**config.mk**
```make
export PLATFORM = sky130hd
export DESIGN_NAME = rom_rd_arbiter_flat
export DESIGN_NICKNAME = d
export VERILOG_FILES = /design/src/rtl/rom_rd_arbiter_pkg.sv /design/src/rtl/rom_rd_arbiter_if.sv /design/src/rtl/rom_rd_arbiter_rr_arb2.sv /design/src/rtl/rom_rd_arbiter.sv /design/src/flat_wrapper.sv
export SDC_FILE = /design/constraint.sdc
export NUM_CORES = 1
export LEC_CHECK = 0
export BUFFER_PORTS_ARGS = -buffer_cell sky130_fd_sc_hd__buf_2
export CAP_MARGIN = 20
export CORE_AREA = 3 3 42 47
export DETAILED_ROUTE_END_ITERATION = 10
export DIE_AREA = 0 0 45 50
export PLACE_DENSITY = 0.7
export SLEW_MARGIN = 20
export SYNTH_ARGS = -nofsm -noshare
export SYNTH_HDL_FRONTEND = slang
export SYNTH_HIERARCHICAL = 1
export SYNTH_SLANG_ARGS = --single-unit
```
**constraint.sdc**
```tcl
create_clock -name sclk -period 1.9 [get_ports sclk]
set_input_delay 0.19 -clock sclk [delete_from_list [all_inputs] [get_ports sclk]]
set_output_delay 0.19 -clock sclk [all_outputs]
set_load 0.03 [all_outputs]
```
**src/rtl/rom_rd_arbiter_pkg.sv**
```systemverilog
`default_nettype none
// rom_arb_pkg: shared state encoding, requester IDs and default geometry for rom_rd_arbiter.
// Revision: 1.0
package rom_arb_pkg;

  localparam int DEF_AW      = 5;
  localparam int DEF_DW      = 4;
  localparam int DEF_ROM_LAT = 1;

  localparam logic REQ0 = 1'b0;
  localparam logic REQ1 = 1'b1;

  typedef enum logic {
    IDLE = 1'b0,
    WAIT = 1'b1
  } state_t;

endpackage
`default_nettype wire

```
**src/rtl/rom_rd_arbiter_if.sv**
```systemverilog
`default_nettype none
// rom_rd_arbiter_if: client request/valid pairs plus the shared ROM port of rom_rd_arbiter.
// Revision: 1.0
interface rom_rd_arbiter_if #(
  parameter int AW = rom_arb_pkg::DEF_AW,
  parameter int DW = rom_arb_pkg::DEF_DW
) ();

  logic          req0;
  logic          req1;
  logic [AW-1:0] addr0;
  logic [AW-1:0] addr1;
  logic          vld0;
  logic          vld1;
  logic [DW-1:0] rd_data;
  logic          busy;
  logic [AW-1:0] rom_addr;
  logic [DW-1:0] rom_q;

  modport slave (
    input  req0, req1, addr0, addr1, rom_q,
    output vld0, vld1, rd_data, busy, rom_addr
  );

  modport master (
    output req0, req1, addr0, addr1, rom_q,
    input  vld0, vld1, rd_data, busy, rom_addr
  );

endinterface
`default_nettype wire

```
**src/rtl/rom_rd_arbiter_rr_arb2.sv**
```systemverilog
`default_nettype none
// rr_arb2: combinational two-way grant selection; ROM_ARB_FIXED_PRIO_EN makes requester 0 win ties.
// Revision: 1.0
module rr_arb2
  import rom_arb_pkg::*;
(
  input  logic req0,
  input  logic req1,
  input  logic last_gnt,
  output logic gnt_valid,
  output logic gnt_id
);

`ifdef ROM_ARB_FIXED_PRIO_EN
  logic unused_last_gnt;
  assign unused_last_gnt = last_gnt;

  always_comb begin
    gnt_valid = req0 | req1;
    gnt_id    = req0 ? REQ0 : REQ1;
  end
`else
  always_comb begin
    gnt_valid = req0 | req1;
    gnt_id    = req0 ? REQ0 : REQ1;
    // On a tie, the requester that did not win last time goes next.
    if (req0 && req1) begin
      gnt_id = ~last_gnt;
    end
  end
`endif

endmodule
`default_nettype wire

```
**src/rtl/rom_rd_arbiter.sv**
```systemverilog
`default_nettype none
// rom_rd_arbiter: shares one synchronous ROM between two request/valid readers (round-robin,
// or fixed priority with ROM_ARB_FIXED_PRIO_EN). Revision: 1.0
module rom_rd_arbiter
  import rom_arb_pkg::*;
#(
  parameter int AW      = DEF_AW,
  parameter int DW      = DEF_DW,
  parameter int ROM_LAT = DEF_ROM_LAT
) (
  input  logic            sclk,
  input  logic            nrst,
  rom_rd_arbiter_if.slave bus
);

  localparam int            CW      = $clog2(ROM_LAT + 1);
  localparam logic [CW-1:0] LAT_END = CW'(ROM_LAT);

  state_t        state;
  logic [CW-1:0] cnt;
  logic          last_gnt;
  logic          gnt_id;
  logic          sel_valid;
  logic          sel_id;
  logic [AW-1:0] sel_addr;
  logic [DW-1:0] q_word;

  rr_arb2 u_arb (
    .req0      (bus.req0),
    .req1      (bus.req1),
    .last_gnt  (last_gnt),
    .gnt_valid (sel_valid),
    .gnt_id    (sel_id)
  );

  assign sel_addr = sel_id ? bus.addr1 : bus.addr0;
  assign q_word   = bus.rom_q;
  assign bus.busy = (state == WAIT);

  always_ff @(posedge sclk or negedge nrst) begin
    if (!nrst) begin
      state        <= IDLE;
      cnt          <= '0;
      last_gnt     <= REQ1;
      gnt_id       <= REQ0;
      bus.rom_addr <= '0;
      bus.rd_data  <= '0;
      bus.vld0     <= 1'b0;
      bus.vld1     <= 1'b0;
    end else begin
      bus.vld0 <= 1'b0;
      bus.vld1 <= 1'b0;
      case (state)
        IDLE: begin
          if (sel_valid) begin
            bus.rom_addr <= sel_addr;
            gnt_id       <= sel_id;
            last_gnt     <= sel_id;
            cnt          <= '0;
            state        <= WAIT;
          end
        end
        WAIT: begin
          // The read completes even if the requester drops req mid-flight.
          if (cnt == LAT_END) begin
            bus.rd_data <= q_word;
            bus.vld0    <= (gnt_id == REQ0);
            bus.vld1    <= (gnt_id == REQ1);
            state       <= IDLE;
          end else begin
            cnt <= cnt + 1'b1;
          end
        end
        default: state <= IDLE;
      endcase
    end
  end

endmodule
`default_nettype wire

```
**src/flat_wrapper.sv**
```systemverilog
// flat-port wrapper written by rule: the top's interface ports become plain ports
module rom_rd_arbiter_flat import rom_arb_pkg::*;
#(
  parameter int AW      = DEF_AW,
  parameter int DW      = DEF_DW,
  parameter int ROM_LAT = DEF_ROM_LAT
)
  (sclk, nrst, bus_req0, bus_req1, bus_addr0, bus_addr1, bus_rom_q, bus_vld0, bus_vld1, bus_rd_data, bus_busy, bus_rom_addr);
  rom_rd_arbiter_if #(.AW(AW), .DW(DW)) bus_i ();
  input  logic sclk;
  input  logic nrst;
  input wire logic [$bits(bus_i.req0)-1:0] bus_req0;
  input wire logic [$bits(bus_i.req1)-1:0] bus_req1;
  input wire logic [$bits(bus_i.addr0)-1:0] bus_addr0;
  input wire logic [$bits(bus_i.addr1)-1:0] bus_addr1;
  input wire logic [$bits(bus_i.rom_q)-1:0] bus_rom_q;
  output wire logic [$bits(bus_i.vld0)-1:0] bus_vld0;
  output wire logic [$bits(bus_i.vld1)-1:0] bus_vld1;
  output wire logic [$bits(bus_i.rd_data)-1:0] bus_rd_data;
  output wire logic [$bits(bus_i.busy)-1:0] bus_busy;
  output wire logic [$bits(bus_i.rom_addr)-1:0] bus_rom_addr;
  assign bus_i.req0 = bus_req0;
  assign bus_i.req1 = bus_req1;
  assign bus_i.addr0 = bus_addr0;
  assign bus_i.addr1 = bus_addr1;
  assign bus_i.rom_q = bus_rom_q;
  assign bus_vld0 = bus_i.vld0;
  assign bus_vld1 = bus_i.vld1;
  assign bus_rd_data = bus_i.rd_data;
  assign bus_busy = bus_i.busy;
  assign bus_rom_addr = bus_i.rom_addr;
  rom_rd_arbiter #(.AW(AW), .DW(DW), .ROM_LAT(ROM_LAT)) u_core (.sclk(sclk), .nrst(nrst), .bus(bus_i));
endmodule
```
==> summary.txt, run 1 <==
Routed wire length -> 1.14 mm
Worst Path Class, Setup -> reg2reg
RSZ-0062 raised after global routing -> no
Nets -> 94
Die Y -> 50 µm
Flop-to-flop setup slack -> 270 ps
CTS resizes -> 0
Synth Flop Type -> dfrtp_1
Via count -> 426
Async SR Flop Fraction -> 100%
Crit-path cells -> o21ai_1 > mux2_4 > mux2_4
Status -> finished clean
Total power -> 1.49 mW
Reg2Reg Depth -> 3
P_int -> 0.886 mW
Max Freq -> 612 MHz
Remaining Overflow, GRT -> 0
PortBufs -> 29
Clock skew -> 2.59 ps
CP Depth -> 3
Synth top area cells -> dfrtp_1, mux2_4, mux2_2, dfstp_2, buf_6
Core Region -> 1580 µm²
Root Driver -> clkbuf_4
Total I/O pin count -> 30
Most used cell, CP -> mux2_4
Hold Slack -> 141 ps
DR WL met3 -> 46 µm
Switch share -> 40.7%
Share of layout cells above drive strength 1 -> 66.7%
Met1 wire length -> 484 µm
CTS tree -> built
Remaining routing DRC violations -> 0
Final Cycle Share -> 86.0%
VDD IR-drop max -> 0.000648 V
Final core utilization -> 54.0%
Critical Path AT -> 1800 ps
Die Width -> 45 µm
Yosys cell types -> 15
Critical path peak fanout -> 7
Slew headroom -> 47.4%
Share of Yosys cell area claimed by the top area cell type -> 52.5%
Worst Setup EP -> u_core/bus.rom_addr[3]
Max_cap viols -> 0
Fin crit period -> 1630 ps
Setup crit end kind -> flop
Max layer used -> met4
Vias in the first global route -> 463
Post-Synthesis Cells -> 43
Synthesis-stage register bit count -> 15
Max incr delay on CP -> 540 ps
Final std cells w/o fill -> 92
Largest net degree at the start of global routing -> 16
Worst-path clk slew -> 90 ps
Num CTS Buffers -> 3
Post-synth top cells -> dfrtp_1, mux2_4, mux2_2
Die ar. -> 2250 µm²
# setup viols final -> 0
GP Congestion -> 0.625
Sum Neg Setup Slack -> 0 ps
CP required -> 2070 ps
Critical Path Start Type -> flop
CP top delay family -> multiplexers
Met2 wire len -> 596 µm
Total track usage -> 12.0%
Count leader, synth -> dfrtp_1
Wirelength per Cell -> 12.3 µm
Critical-path top delay cell -> o21ai_1
Placed cell areas -> 815 µm²
DR iter-0 viols -> 0
NetSw -> 0.607 mW
Max-slew violation count -> 0
DR pass1 iterations -> 1
Syn nets -> 61
Hold path depth -> 2
Syn avg cell area -> 15.5 µm²
Leakage power figure -> 0.453 nW
Netlist Area Pre-Place -> 667 µm²
Clock share of power -> 11.9%
ANT nets after route -> 0
Sequential area share after synthesis -> 56.5%
Worst flop-to-flop path endpoint -> u_core/bus.rom_addr[3]
Hold Crit Class -> in2reg
Post-DP HPWL -> 908 µm
Sequential power share -> 38.0%
Final hold violations -> 0
P per Cell Area -> 1750 nW/µm²
CP bufs+invs -> 0
Fin worst setup slack -> 266 ps
YS warnings -> 6
Comb power frac -> 50.2%
Area growth syn-to-layout -> 27.8%
Clock Tree Buf Depth -> 2
Starting Density -> 42.3%
Worst hold start -> bus_rom_q[0]
First-pass GRT wire length -> 1.99 mm
Rows -> 15
# clock sinks -> 15
Leading area contributor after synthesis -> dfrtp_1
Final non-filler cell area -> 852 µm²
DP Worst Slack -> 251 ps
H-tree Lvls -> 1
Dpl cells -> 87
# diodes -> 0
Drt via density -> 4.63
Worst R2R Start -> u_core/last_gnt
Worst setup path start -> u_core/last_gnt
Worst-Skew Late Latency -> 270 ps
Worst slew pin tran -> 788 ps
Post-synth EDFFs -> 0
Initial antenna violation count -> 0
power by group through the flow:
stage / Combinational, mW / Sequential (mW) / Clock, mW
2_1_floorplan: 0.325 / 0.824 / 0
3_3_place_gp: 0.744 / 0.569 / 0
3_5_place_dp: 0.757 / 0.579 / 0
4_1_cts: 0.760 / 0.572 / 0.189
5_1_grt: 0.806 / 0.591 / 0.201
6_report: 0.749 / 0.567 / 0.177
repair_timing:
item,CTS,global route
hold endpoints to repair,14,0
buffers inserted,0,0
hold buffers,1,0
flip-flops by register name, indices dropped and copies added, names as in the netlist:
signal and flops:
u_core/bus.rom_addr 5, u_core/bus.rd_data 4, u_core/bus.busy 1, u_core/bus.vld0 1, u_core/bus.vld1 1, u_core/cnt 1
u_core/gnt_id 1, u_core/last_gnt 1
cell families (layout without fill, tap and decap cells):
family	after synthesis	count (layout)	share of synthesized area, %
compound gates	3	3	3.00
simple gates	5	5	3.94
buf+inv	4	36	3.94
flops	15	15	56.5
mux	16	16	32.6
layer usage:
metal | track usage [%] | vias up
met5 | 0 | -
met4 | 2.93 | 0
met3 | 4.38 | 2
met2 | 18.4 | 8
met1 | 15.8 | 205
li1 | - | 211
worst min-delay path by stage:
stage               slack, ps                    end
floorplan                -110        u_core/bus.busy
global placement          110  u_core/bus.rd_data[2]
detailed placement        110  u_core/bus.rd_data[2]
CTS                       130  u_core/bus.rd_data[0]
global route              130  u_core/bus.rd_data[0]
finish                    140  u_core/bus.rd_data[0]
worst register-to-register path: cells and delay by family (launching register included):
family	cells	cell delay (ps)
AOI/OAI and AO/OA	1	540
DFF	1	380
muxes	2	620
cell type report:
class                      instances  area [µm²]
inverter                           2        7.51
tap                               17        21.3
multi-input combinational         24         264
timing repair buffer              30         155
clock inverter                     1        5.00
fill                             154         724
clock buffer                       3        22.5
sequential                        15         377
cells in the final DEF, fill, tap and decap left out, drive strengths merged:
| master | count |
|---|---|
| mux2 | 16 |
| or2 | 1 |
| clkinv | 1 |
| dlygate4sd3 | 1 |
| o21ai | 1 |
| clkbuf | 3 |
| a21o | 1 |
| buf | 29 |
| o21a | 1 |
| nor2b | 1 |
| inv | 2 |
| nor2 | 1 |
| dfstp | 1 |
| and3 | 1 |
| nand2 | 1 |
| dfrtp | 14 |
Note: power is estimated with default switching activity, not from simulation.
==> inputs of run 2 (changes only) <==
--- a/config.mk
+++ b/config.mk
@@ -11,6 +11,7 @@
 export DETAILED_ROUTE_END_ITERATION = 10
 export DIE_AREA = 0 0 45 50
 export PLACE_DENSITY = 0.7
+export REMOVE_ABC_BUFFERS = 1
 export SLEW_MARGIN = 20
 export SYNTH_ARGS = -nofsm -noshare
 export SYNTH_HDL_FRONTEND = slang
==> run 2 against run 1 <==
- flip-flop and latch count is the same
- die area unchanged
- largest power group unchanged
- clock skew grew 6.1 ps
- critical path type unchanged
- critical endpoint is now u_core/bus.rom_addr[2]
==> summary.txt, run 2 (same netlist as run 1, synthesis figures left out) <==
DR pass1 iterations -> 1
Leakage power figure -> 0.453 nW
Final core utilization -> 54.0%
Num CTS Buffers -> 3
Post-DP HPWL -> 932 µm
Worst-Skew Late Latency -> 280 ps
Critical-path top delay cell -> o21ai_1
Worst-path clk slew -> 90 ps
Post-CTS setup buffer count -> 0
# setup viols final -> 0
Die Y -> 50 µm
Routed wire length -> 1.19 mm
Setup crit end kind -> flop
Starting Density -> 42.3%
CP bufs+invs -> 0
Initial antenna violation count -> 0
PortBufs -> 29
Max-slew violation count -> 0
P per Cell Area -> 1760 nW/µm²
Final non-filler cell area -> 852 µm²
Root Driver -> clkbuf_4
Clock Tree Buf Depth -> 2
H-tree Lvls -> 1
Vias in the first global route -> 438
Die Width -> 45 µm
Critical Path AT -> 1820 ps
Critical path peak fanout -> 7
# diodes -> 0
DR iter-0 viols -> 0
Die ar. -> 2250 µm²
Remaining Overflow, GRT -> 0
Status -> finished clean
Placed cell areas -> 815 µm²
Rows -> 15
CTS tree -> built
Share of layout cells above drive strength 1 -> 66.7%
Nets -> 94
GP Congestion -> 0.666
Regs by FF count -> u_core/bus.rom_addr (5), u_core/bus.rd_data (4)
Critical Path Start Type -> flop
Sum Neg Setup Slack -> 0 ps
Final std cells w/o fill -> 92
Clock skew -> 8.74 ps
Slew headroom -> 49.8%
Biggest register -> u_core/bus.rom_addr
Total track usage -> 11.7%
Remaining routing DRC violations -> 0
ANT nets after route -> 0
CP required -> 2080 ps
Worst slew pin tran -> 751 ps
Most frequent cells in the layout -> buf_2, dfrtp_1, mux2_4, mux2_2, clkbuf_4
Worst Path Class, Setup -> reg2reg
RSZ-0062 raised after global routing -> no
DP Worst Slack -> 266 ps
Wirelength per Cell -> 12.9 µm
Total power -> 1.50 mW
Max Freq -> 608 MHz
Hold Crit Class -> in2reg
Hold Slack -> 145 ps
Max_cap viols -> 0
First-pass GRT wire length -> 1.95 mm
# clock sinks -> 15
Fin crit period -> 1650 ps
Crit-path cells -> o21ai_1 > mux2_4 > mux2_4
Final hold violations -> 0
Dpl cells -> 87
Final Cycle Share -> 86.6%
CP top delay family -> multiplexers
Drt via density -> 4.57
Largest register FFs -> 5
VDD IR-drop max -> 0.000827 V
Fin worst setup slack -> 255 ps
Area growth syn-to-layout -> 27.8%
Max incr delay on CP -> 560 ps
Core Region -> 1580 µm²
Most used cell, CP -> mux2_4
Via count -> 420
Largest net degree at the start of global routing -> 16
Total I/O pin count -> 30
Commonest non-fill, non-tap cell in the layout -> buf_2
run 2: cell counts in the layout (fill, tap and decap cells not counted):
Identical to the previous run, type by type.
run 2: path summary, 6_finish.rpt:
path	from	to	slack [ps]	depth (start not counted)
min in group asynchronous	nrst	u_core/bus.vld0	330	2
worst max register to register	u_core/last_gnt	u_core/bus.rom_addr[2]	250	3
worst max-delay path	u_core/last_gnt	u_core/bus.rom_addr[2]	250	3
worst min-delay path	bus_rom_q[3]	u_core/bus.rd_data[3]	140	2
max in group asynchronous	nrst	u_core/last_gnt	1280	2
worst min register to register	u_core/gnt_id	u_core/bus.vld0	460	1
run 2: layout make-up:
type                            instances  area (µm²)
Fill cell                             152         724
Sequential cell                        15         377
Multi-Input combinational cell         24         264
Timing Repair Buffer                   30         155
Clock buffer                            3        22.5
Tap cell                               17        21.3
Inverter                                2        7.51
Clock inverter                          1        5.00
run 2: power by group:
part | switching [mW] | internal, mW
clock network | 0.101 | 0.0780
logic | 0.423 | 0.323
registers | 0.0890 | 0.485
total | 0.613 | 0.886
run 2: timing repair:
item	in CTS	in global routing
hold buffers	1	0
resized for setup	0	0
endpoints found under the hold margin	14	0
run 2: routing by layer:
metal / track usage (%) / part of all wire [%] / vias up / wire [µm]
met1: 14.5 / 42 / 202 / 497
met3: 3.28 / 3.2 / 2 / 38
met2: 18.6 / 54 / 6 / 645
met4: 4.39 / 0.42 / 0 / 5
li1: - / - / 210 / -
met5: 0 / 0 / - / 0
==> inputs of run 3 (changes only) <==
--- a/config.mk
+++ b/config.mk
@@ -7,13 +7,12 @@
 export LEC_CHECK = 0
 export BUFFER_PORTS_ARGS = -buffer_cell sky130_fd_sc_hd__buf_2
 export CAP_MARGIN = 20
-export CORE_AREA = 3 3 42 47
+export CORE_AREA = 3 3 41 47
 export DETAILED_ROUTE_END_ITERATION = 10
-export DIE_AREA = 0 0 45 50
-export PLACE_DENSITY = 0.7
+export DIE_AREA = 0 0 44 50
+export PLACE_DENSITY = 0.77
 export REMOVE_ABC_BUFFERS = 1
 export SLEW_MARGIN = 20
 export SYNTH_ARGS = -nofsm -noshare
 export SYNTH_HDL_FRONTEND = slang
-export SYNTH_HIERARCHICAL = 1
 export SYNTH_SLANG_ARGS = --single-unit
==> run 3 against run 2 <==
- die area fell by 2.2%
- register-to-register slack improved by 500 ps
- core utilization fell by 0.63 points
- critical endpoint is now u_core.bus.rom_addr[0]
- highest routed layer unchanged
==> summary.txt, run 3 <==
Reg area -> 377 µm²
Sequential area share after synthesis -> 59.0%
Worst Setup EP -> u_core.bus.rom_addr[0]
Post-Synthesis Cells -> 55
Worst-Skew Late Latency -> 290 ps
Total power -> 1.45 mW
P_int -> 0.825 mW
Routed wire length -> 1.24 mm
DP Worst Slack -> 770 ps
Worst setup path start -> u_core.last_gnt
Slew headroom -> 79.0%
Critical path peak fanout -> 5
Worst slew pin tran -> 314 ps
Leading area contributor after synthesis -> dfrtp_1
Vias in the first global route -> 444
Comb power frac -> 49.0%
Critical Path Start Type -> flop
First-pass GRT wire length -> 1.92 mm
P per Cell Area -> 1770 nW/µm²
Die Y -> 50 µm
Netlist Area Pre-Place -> 638 µm²
Post-synth EDFFs -> 0
Worst R2R Start -> u_core.last_gnt
CTS tree -> built
RSZ-0062 raised after global routing -> no
Syn avg cell area -> 11.6 µm²
Setup crit end kind -> flop
Largest register FFs -> 5
Multi-input logic area -> 238 µm²
Fin crit period -> 1140 ps
Count leader, synth -> dfrtp_1
Core Region -> 1540 µm²
Area growth syn-to-layout -> 28.8%
DR iter-0 viols -> 5
Reg2Reg Depth -> 3
Commonest non-fill, non-tap cell in the layout -> buf_2
GP Congestion -> 0.740
Status -> finished clean
Switch share -> 43.3%
H-tree Lvls -> 1
Rows -> 15
Clock share of power -> 12.5%
Share of Yosys cell area claimed by the top area cell type -> 54.9%
Synth top area cells -> dfrtp_1, mux2_2, a31oi_1, nor2_1, dfstp_2
Regs by FF count -> u_core.bus.rom_addr (5), u_core.bus.rd_data (4)
Clock Tree Buf Depth -> 2
Nets -> 106
Max_cap viols -> 0
Initial antenna violation count -> 0
Total I/O pin count -> 30
Via count -> 518
Worst-path clk slew -> 90 ps
Sum Neg Setup Slack -> 0 ps
Fill cell count -> 142
Root Driver -> clkbuf_4
YS warnings -> 0
Worst Path Class, Setup -> reg2reg
Most frequent cells in the layout -> buf_2, dfrtp_1, nor2_1, a31oi_1
VDD IR-drop max -> 0.000655 V
Drt via density -> 4.98
Die ar. -> 2200 µm²
Post-synth top cells -> dfrtp_1, nor2_1, a31oi_1
Fin worst setup slack -> 758 ps
Worst flop-to-flop path endpoint -> u_core.bus.rom_addr[0]
Hold Crit Class -> in2reg
Post-DP HPWL -> 926 µm
Synthesis-stage register bit count -> 15
Die Width -> 44 µm
Sequential power share -> 38.5%
Async SR Flop Fraction -> 100%
Critical Path AT -> 1310 ps
Final non-filler cell area -> 822 µm²
Yosys cell types -> 17
Max-slew violation count -> 0
Remaining routing DRC violations -> 0
PortBufs -> 29
Clock skew -> 2.50 ps
Final Cycle Share -> 60.1%
Num CTS Buffers -> 3
Leakage power figure -> 0.400 nW
Wirelength per Cell -> 11.9 µm
Largest net degree at the start of global routing -> 16
DR pass1 iterations -> 4
Final hold violations -> 0
NetSw -> 0.630 mW
ANT nets after route -> 0
Remaining Overflow, GRT -> 0
# setup viols final -> 0
Flop-to-flop setup slack -> 760 ps
Total track usage -> 12.7%
Max Freq -> 875 MHz
# diodes -> 0
Starting Density -> 41.5%
Placed cell areas -> 785 µm²
# clock sinks -> 15
Biggest register -> u_core.bus.rom_addr
CP required -> 2070 ps
Share of layout cells above drive strength 1 -> 49.4%
Synth Flop Type -> dfrtp_1
-- run 3: metrics by stage --
step | hold WS [ps] | util, % | cells
floorplan | -106 | - | 53
global placement | 104 | 51.0 | 99
detailed placement | 105 | 51.0 | 99
CTS | 124 | 53.4 | 104
global route | 117 | 53.4 | 104
finish | 132 | 53.4 | 104
-- run 3: critical path, cell delays in order, from the launching register on --
cell and delay (ps):
dfstp_2 550, and2b_1 210, o21ai_0 160, a31oi_1 100
-- run 3: what timing repair did --
item | in CTS | in global routing
setup buffers | 0 | 0
resized for setup | 0 | 0
hold buffers | 1 | 0
hold endpoints to repair | 14 | 0
-- run 3: layout make-up --
cell class / count / area share [%]
Clock buffer: 3 / 2.74
Clock inverter: 1 / 0.609
Inverter: 1 / 0.457
Multi-Input combinational cell: 37 / 28.9
Sequential cell: 15 / 45.8
Tap cell: 17 / 2.59
Timing Repair Buffer: 30 / 18.9
-- run 3: how the worst min path moves through the flow --
stage / start / slack (ps) / to / depth (start not counted)
global placement: nrst / 100 / u_core.bus.rom_addr[1] / 1
finish: bus_rom_q[1] / 130 / u_core.bus.rd_data[1] / 2
global route: bus_rom_q[1] / 120 / u_core.bus.rd_data[1] / 2
detailed placement: nrst / 100 / u_core.bus.rom_addr[3] / 1
CTS: bus_rom_q[1] / 120 / u_core.bus.rd_data[1] / 2
floorplan: nrst / -110 / u_core.bus.busy / 0
-- run 3: logic make-up after synthesis --
family / after synthesis / synth area share [%]
DFF: 15 / 59.0
buffers and inverters: 3 / 3.72
muxes: 4 / 7.06
AOI/OAI and AO/OA: 15 / 16.3
and+or+nand+nor: 18 / 13.9
-- run 3: metal layers --
layer	track usage, %	up-vias	part of all wire [%]
li1	-	259	-
met1	15.0	237	42
met2	17.0	17	45
met3	2.55	5	6.7
met4	15.1	0	5.4
met5	0	-	0
-- run 3: power groups by stage --
stage	registers (mW)	logic (mW)	clock network, mW
after global placement	0.559	0.709	0
after global routing	0.581	0.765	0.206
after floorplan	0.815	0.269	0
final	0.560	0.713	0.182
after detailed placement	0.569	0.722	0
after CTS	0.562	0.724	0.192
